**config.mk**
```make
export PLATFORM = sky130hd
export DESIGN_NAME = carry8_addsub_seq
export DESIGN_NICKNAME = d
export VERILOG_FILES = /design/src/rtl/carry8_addsub_seq.sv
export SDC_FILE = /design/constraint.sdc
export NUM_CORES = 1
export LEC_CHECK = 0
export CAP_MARGIN = 40
export CORE_ASPECT_RATIO = 0.5
export CORE_MARGIN = 3
export CORE_UTILIZATION = 50
export CTS_CLUSTER_DIAMETER = 120
export DETAILED_ROUTE_END_ITERATION = 7
export GPL_TIMING_DRIVEN = 0
export PLACE_DENSITY = 0.76
export SETUP_SLACK_MARGIN = 0.02
export SLEW_MARGIN = 20
export SYNTH_ARGS = -nofsm -noshare
export SYNTH_HDL_FRONTEND = slang
export SYNTH_SLANG_ARGS = --single-unit
```
**constraint.sdc**
```tcl
create_clock -name CLK -period 4.75 [get_ports CLK]
set_input_delay 0.95 -clock CLK [delete_from_list [all_inputs] [get_ports CLK]]
set_output_delay 0.95 -clock CLK [all_outputs]
set_load 0.005 [all_outputs]
```
**src/rtl/carry8_addsub_seq.sv**
```systemverilog
// Byte-serial add/subtract: one CARRY8 chain evaluation per cycle over NB_BYTES bytes,
// with fixed latency and result/flags registered only on completion.
module carry8_addsub_seq #(
  parameter int NB_BYTES = 8
) (
  input  logic                    CLK,
  input  logic                    RST,
  input  logic                    START,
  input  logic                    SUB,
  input  logic [8*NB_BYTES-1:0]   A,
  input  logic [8*NB_BYTES-1:0]   B,
  input  logic                    ABORT,
  output logic                    READY,
  output logic                    DONE,
  output logic [8*NB_BYTES-1:0]   SUM,
  output logic                    CARRY_OUT,
  output logic                    OVERFLOW
);
  localparam int W  = 8 * NB_BYTES;
  localparam int IW = (NB_BYTES > 1) ? $clog2(NB_BYTES) : 1;

  typedef enum logic [1:0] {S_IDLE, S_RUN, S_DONE} state_t;

  state_t          state_q, state_d;
  logic [IW-1:0]   idx_q, idx_d;
  logic            cy_q, cy_d;
  logic [W-1:0]    a_q, a_d, b_q, b_d, res_q, res_d, sum_q, sum_d;
  logic            co_out_q, co_out_d, ov_q, ov_d;

  logic [7:0]      byte_a, byte_b, s, co, o;
  logic            c;

  // Single CARRY8 chain over the current byte: mux-carry with DI = A byte.
  always_comb begin
    byte_a = '0;
    byte_b = '0;
    for (int k = 0; k < NB_BYTES; k++) begin
      if (idx_q == IW'(k)) begin
        byte_a = a_q[k*8 +: 8];
        byte_b = b_q[k*8 +: 8];
      end
    end
    s  = byte_a ^ byte_b;
    co = '0;
    c  = cy_q;
    for (int i = 0; i < 8; i++) begin
      co[i] = s[i] ? c : byte_a[i];
      c     = co[i];
    end
    o = s ^ {co[6:0], cy_q};
  end

  always_comb begin
    state_d  = state_q;
    idx_d    = idx_q;
    cy_d     = cy_q;
    a_d      = a_q;
    b_d      = b_q;
    res_d    = res_q;
    sum_d    = sum_q;
    co_out_d = co_out_q;
    ov_d     = ov_q;
    case (state_q)
      S_RUN: begin
        if (ABORT) begin
          state_d = S_IDLE;
        end else begin
          for (int k = 0; k < NB_BYTES; k++) begin
            if (idx_q == IW'(k)) res_d[k*8 +: 8] = o;
          end
          cy_d = co[7];
          if (idx_q == IW'(NB_BYTES - 1)) begin
            sum_d    = res_d;
            co_out_d = co[7];
            ov_d     = co[7] ^ co[6];
            state_d  = S_DONE;
          end else begin
            idx_d = idx_q + 1'b1;
          end
        end
      end
      default: begin
        // IDLE and DONE both accept a new operation; ABORT has no effect here.
        if (START) begin
          a_d     = A;
          b_d     = B ^ {W{SUB}};
          cy_d    = SUB;
          idx_d   = '0;
          state_d = S_RUN;
        end else begin
          state_d = S_IDLE;
        end
      end
    endcase
  end

  always_ff @(posedge CLK) begin
    if (RST) begin
      state_q  <= S_IDLE;
      idx_q    <= '0;
      cy_q     <= 1'b0;
      a_q      <= '0;
      b_q      <= '0;
      res_q    <= '0;
      sum_q    <= '0;
      co_out_q <= 1'b0;
      ov_q     <= 1'b0;
    end else begin
      state_q  <= state_d;
      idx_q    <= idx_d;
      cy_q     <= cy_d;
      a_q      <= a_d;
      b_q      <= b_d;
      res_q    <= res_d;
      sum_q    <= sum_d;
      co_out_q <= co_out_d;
      ov_q     <= ov_d;
    end
  end

  assign READY     = (state_q != S_RUN);
  assign DONE      = (state_q == S_DONE);
  assign SUM       = sum_q;
  assign CARRY_OUT = co_out_q;
  assign OVERFLOW  = ov_q;
endmodule

```
==> results.yml, run 1 <==
final_layout:
  drive_above_1_share_pct: 6.00
  stdcell_count: 2032
  multi_input_area_mm2: 0.00602
  n_antenna_cell: 0
  area_growth_pct: 27.5
  final_nets: 1855
  fillers: 1937
  final_area_mm2: 0.0149
  regArea_mm2: 0.00512
timing:
  setup_viol: 0
  fmax_ghz: 0.214
  period_needed_ps: 4670
  layout_setup_ws_ps: 84.4
  period_share_pct: 98.2
  finalClockSkew_ps: 17.2
  finalMaxSlewViolations: 0
  holdWs_ps: 457
  tns_ps: 0
  worst_slew_pin_slew_ps: 778
  hold_violations: 0
  rsz0062_at_grt: "true"
  relSlewSlack_pct: 47.9
pwr:
  power_per_cell_area_mw_per_mm2: 330
  switching_share_pct: 27.0
  power.switching_mw: 1.33
  p_leak_nw: 5.13
  ir_drop_uv: 243
  p_int_mw: 3.60
  combPwrFrac_pct: 14.2
  clkPwrFrac_pct: 39.4
  p_seq_share_pct: 46.4
logic_synthesis:
  yosys.area_share.xor_xnor_pct: 6.18
  synth_area_mm2: 0.0117
  synthTopCellsByArea: "dfxtp_1, nand2_1, a21oi_1"
  yosysMostFrequentCell: "nand2_1"
  ys.flop_type: "dfxtp_1"
  synthTopCellsByCount: "nand2_1, dfxtp_1, nor2_1, a21oi_1, a211oi_1"
  ys_seq_area_share_pct: 43.7
  synth.top_cell.area_share_pct: 43.7
  yosysTopAreaCell: "dfxtp_1"
  synthMuxAreaShare_pct: 0.342
  syn_nets: 1625
  synth_edf_count: 0
  synth-seq-cells: 256
  yosysWarnings: 0
  synthAdderAreaFrac_pct: 0.737
  ys_types: 66
  synth_top_family_by_area: "compound AO/OA/AOI/OAI gates"
  synthArstFlopShare_pct: 0
  synth_area_per_cell_um2: 7.89
  synthesis.instances: 1486
  synth_simple_gate_area_share_pct: 20.7
  synth_compound_area_share_pct: 23.0
placement:
  hpwl_um: 31100
  place_ws_ps: 41.3
  dp_cells: 1986
  io_buffers: 198
  place_congestion: 0.913
  place_area_mm2: 0.0141
worst_setup_path:
  r2r_slack_ps: 80
  crit_family: "compound AO/OA/AOI/OAI gates"
  cpMaxStageDelayCell: "dfxtp_1"
  crit_chain: "buf_2 -> inv_2 -> ha_1 -> or2_1 -> buf_2 -> buf_2 -> a221oi_1 -> o22ai_1 -> a31oi_1 -> o21ai_0 -> a311oi_1 -> o31ai_1 -> nor4_4 -> buf_4 -> buf_6 -> nand2_2 -> a311oi_2"
  crit_type: "flop to flop"
  cp.buffers_inverters: 6
  critPathLaunchType: "flop"
  crit_required_ps: 5200
  critPathCaptureType: "flop"
  crit_path_max_incr_delay_ps: 520
  arrival_ps: 5120
  cp_max_fo: 10
  crit_top_cell: "buf_2"
drt:
  routed-wl-met3_um: 3650
  drtIter0Drc: 1114
  met1Wirelength_um: 18300
  vias: 11879
  drc: 0
  top_layer_used: "met4"
  drtPass1Iterations: 5
  met2_length_um: 18700
  wl_per_cell_um: 20.5
  antenna_left: 0
  viasPerCell: 5.85
  wl_um: 41600
clock_network:
  insertion_delay_ps: 540
  cts-hold-fix-buffers: 0
  clk_pin_slew_worst_paths_ps: 70
  cts-root-buf: "clkbuf_16"
  cts_buffers: 23
  cts_num_sinks: 256
  cts_buffer_depth: 3
  cts_tree: "done"
  h-tree-depth: 1
worst_hold_path:
  min_path_type: "flop to flop"
global_route:
  grt.overflow.total: 0
  grt_pass1_vias: 11584
  grt_max_degree: 17
  antenna_found_initial: 1
  gr-usage-all-layers_pct: 31.8
  grt_pass1_wl_um: 63600
die:
  placementRows: 38
  start_util_pct: 52.4
  fp.coreArea_mm2: 0.0223
  die_w_um: 223
  die_y_um: 114
  dieArea_mm2: 0.0254
  io_pins: 201
flow_run:
  drv_cap: 0
outcome:
  status: "finished, final reports clean"
[layout by cell type (no fill, tap or decap), types with 13 or more instances in the layout]
master	netlist	layout
nor3_1	16	16
inv_1	13	13
a311oi_1	28	26
nor2_1	171	171
o21ai_0	63	63
nor2b_1	20	20
dfxtp_1	256	256
nand2_1	305	305
a211oi_1	94	94
clkdlybuf4s50_1	0	198
clkbuf_1	90	92
clkbuf_16	0	23
xnor2_1	72	69
a21oi_1	169	169
buf_2	18	19
[what timing repair did]
action | CTS | global route
setup endpoints to repair | 2 | 44
resized for setup | 1 | 7
pin swaps | 0 | 1
setup buffers | 0 | 3
[cell type report]
type | count | share of cell area, %
multi-input combinational | 1088 | 40.3
clock inverter | 11 | 0.804
clock buffer | 30 | 4.36
sequential | 256 | 34.3
timing repair buffer | 205 | 13.6
tap | 300 | 2.51
buffer | 127 | 3.78
inverter | 15 | 0.377
[flip-flops by register name (all words and copies together), names as in the netlist]
| name | count |
|---|---|
| CARRY_OUT | 1 |
| idx_q | 3 |
| state_q | 2 |
| cy_q | 1 |
| res_q | 56 |
| b_q | 64 |
| a_q | 64 |
| OVERFLOW | 1 |
| SUM | 64 |
[worst reg2reg max path, cell delays in order (launching register included)]
cell      delay, ps
dfxtp_1         520
buf_2           290
inv_2           160
ha_1            350
or2_1           250
buf_2           150
buf_2           210
a221oi_1        500
o22ai_1         370
a31oi_1         240
o21ai_0         140
a311oi_1        290
o31ai_1         150
nor4_4          290
buf_4           200
buf_6           180
nand2_2          60
a311oi_2        230
[routing by layer]
| metal | global-route usage, % | vias to the layer above |
|---|---|---|
| li1 | - | 5566 |
| met1 | 43.7 | 5711 |
| met2 | 51.3 | 525 |
| met3 | 6.51 | 77 |
| met4 | 8.63 | 0 |
| met5 | 0 | - |
[worst paths after layout]
| check | startpoint | end | cells past startpoint |
|---|---|---|---|
| hold reg to reg | a_q[61] | a_q[61] | 2 |
| hold / removal | a_q[61] | a_q[61] | 2 |
| setup / recovery | idx_q[2] | SUM[22] | 17 |
| setup reg to reg | idx_q[2] | SUM[22] | 17 |
[stage by stage]
stage | total power, mW | utilization, %
2_1_floorplan | 2.71 | -
3_3_place_gp | 2.99 | 63.0
3_5_place_dp | 3.01 | 63.0
4_1_cts | 4.90 | 66.5
5_1_grt | 5.08 | 66.9
6_report | 4.94 | 66.9
[cells by family (layout without fill, tap and decap cells)]
| family | after synthesis | in the layout |
|---|---|---|
| simple gates | 574 | 574 |
| compound gates | 422 | 422 |
| flops | 256 | 256 |
| buf+inv | 142 | 388 |
| xor+xnor | 81 | 81 |
| fa+ha+maj | 7 | 7 |
| mux | 4 | 4 |
[power groups by stage]
| stage | clock, mW | sequential [mW] | combinational [mW] |
|---|---|---|---|
| floorplan | 0 | 2.31 | 0.399 |
| global placement | 0 | 2.34 | 0.655 |
| detailed placement | 0 | 2.34 | 0.670 |
| CTS | 1.94 | 2.29 | 0.674 |
| global route | 2.03 | 2.30 | 0.756 |
| finish | 1.94 | 2.29 | 0.702 |
Power figures use the tool's default switching activity.
==> run 2, diff against run 1 <==
Clock period 4.75 ns to 5.5 ns, I/O delays scaled along.
==> results.yml, run 2 (synthesized netlist as in run 1, its figures left out) <==
clock_network:
  cts_resized: 0
  cts_num_sinks: 256
  cts_tree: "done"
  cts-hold-fix-buffers: 0
  h-tree-depth: 1
  post_cts_buffers: 0
  cts_buffers: 23
  cts_buffer_depth: 3
  clk_pin_slew_worst_paths_ps: 70
  insertion_delay_ps: 540
  cts-root-buf: "clkbuf_16"
global_route:
  met2_usage_pct: 51.3
  use_met1_pct: 43.7
  grt_pass1_wl_um: 63600
  antenna_found_initial: 3
  grt_pass1_vias: 11584
  grtUsageMet3_pct: 6.51
  grt_busiest_layer: "met2"
  gr-usage-all-layers_pct: 31.8
  grt.overflow.total: 0
  grt_max_degree: 17
die:
  start_util_pct: 52.4
  dieArea_mm2: 0.0254
  die_y_um: 114
  io_pins: 201
  fp.coreArea_mm2: 0.0223
  placementRows: 38
  die_w_um: 223
placement:
  io_buffers: 198
  hpwl_um: 31100
  dp_cells: 1986
  place_congestion: 0.913
final_layout:
  layout_common_cells: "nand2_1, dfxtp_1, clkdlybuf4s50_1"
  n_antenna_cell: 0
  area_growth_pct: 26.9
  fillers: 1949
  stdcell_count: 2029
  final_nets: 1852
  drive_above_1_share_pct: 5.38
  final_common_cell: "nand2_1"
  fin_util_pct: 66.6
timing:
  rsz0062_at_grt: "false"
  finalMaxSlewViolations: 0
  setup_viol: 0
  holdWs_ps: 458
  fmax_ghz: 0.204
  worst_slew_pin_slew_ps: 858
  period_share_pct: 89.3
  relSlewSlack_pct: 42.4
  tns_ps: 0
  hold_violations: 0
  period_needed_ps: 4910
  finalClockSkew_ps: 15.8
pwr:
  power_mw: 4.26
  power.switching_mw: 1.15
  switching_share_pct: 27.1
  combPwrFrac_pct: 14.0
  p_seq_share_pct: 46.5
  p_leak_nw: 5.09
  clkPwrFrac_pct: 39.5
  ir_drop_uv: 209
  power_per_cell_area_mw_per_mm2: 286
  p_int_mw: 3.10
worst_setup_path:
  cp_max_fo: 10
  reg2regPathDepth: 15
  crit_top_cell: "buf_6"
  crit_chain: "ha_1 -> buf_4 -> buf_6 -> buf_6 -> buf_2 -> nand2_1 -> a311oi_1 -> o22ai_1 -> and3_1 -> a311oi_1 -> o31ai_1 -> nor4_4 -> buf_6 -> nand2_2 -> a311oi_2"
  cpMaxStageDelayCell: "a311oi_1"
  crit_required_ps: 5950
  cp.buffers_inverters: 5
  arrival_ps: 5360
  crit_type: "flop to flop"
  critPathLaunchType: "flop"
  crit_path_max_incr_delay_ps: 730
  crit_family: "compound AO/OA/AOI/OAI gates"
  r2r_slack_ps: 590
  r2r-start: "idx_q[0]"
  r2r_end: "SUM[22]"
  critPathCaptureType: "flop"
worst_hold_path:
  worstHoldEndpoint: "a_q[61]"
  hold_depth: 2
  min_from: "a_q[61]"
  min_path_type: "flop to flop"
flow_run:
  drv_cap: 0
outcome:
  status: "finished, final reports clean"
drt:
  vias: 11876
  viasPerCell: 5.85
  drtIter0Drc: 1055
  wl_um: 41600
  drtPass1Iterations: 5
  antenna_left: 0
  wl_per_cell_um: 20.5
  drc: 0
[run 2: cell types whose count changed in the layout (fill, tap and decap cells not counted)]
| cell | before | now |
|---|---|---|
| xnor2_1 | 69 | 72 |
| a221oi_2 | 1 | 0 |
| buf_2 | 19 | 18 |
| xor2_1 | 6 | 7 |
| buf_1 | 9 | 10 |
| xnor2_2 | 5 | 2 |
| a221oi_1 | 5 | 6 |
| buf_4 | 7 | 4 |
| a311oi_2 | 4 | 2 |
| a311oi_1 | 26 | 28 |
| xor2_2 | 1 | 0 |
[run 2: per-stage QoR]
stage                     worst slack [ps]  instance area, µm²
after detailed placement               791               14100
after global placement                 701               14100
final                                  588               14900
after global routing                   400               14900
after CTS                              749               14900
after floorplan                       2040               11700
[run 2: metal layers]
metal  wire (µm)  vias to the layer above
met5          13                        -
met4         911                        2
met3        3710                       80
met2       18700                      529
met1       18300                     5702
li1            -                     5563
[run 2: layout make-up]
cell class / instances / area, µm² / share of cell area (%)
Sequential cell: 256 / 5120 / 34.5
Buffer: 127 / 563 / 3.79
Timing Repair Buffer: 202 / 2010 / 13.5
Clock inverter: 11 / 120 / 0.807
Clock buffer: 30 / 652 / 4.38
Inverter: 15 / 56.3 / 0.379
Multi-Input combinational cell: 1088 / 5980 / 40.2
Tap cell: 300 / 375 / 2.52
[run 2: power by group through the flow]
stage	Clock (mW)	Sequential (mW)	Combinational, mW
floorplan	0	2.00	0.344
global placement	0	2.02	0.566
detailed placement	0	2.02	0.579
CTS	1.67	1.98	0.582
global route	1.75	1.98	0.645
finish	1.68	1.98	0.598
[run 2: worst max path at each step]
stage	startpoint	to	depth (start not counted)
3_5_place_dp	idx_q[2]	SUM[22]	16
2_1_floorplan	idx_q[2]	SUM[22]	15
3_3_place_gp	idx_q[2]	SUM[22]	17
5_1_grt	idx_q[2]	SUM[22]	16
4_1_cts	idx_q[2]	SUM[22]	16
6_report	idx_q[0]	SUM[22]	15
[run 2: tightest hold or removal path, delay by kind of cell, from the launching register on]
family           cells  cell delay (ps)
AO/OA/AOI/OAI        1               50
AND/OR/NAND/NOR      1               50
flip-flops           1              310
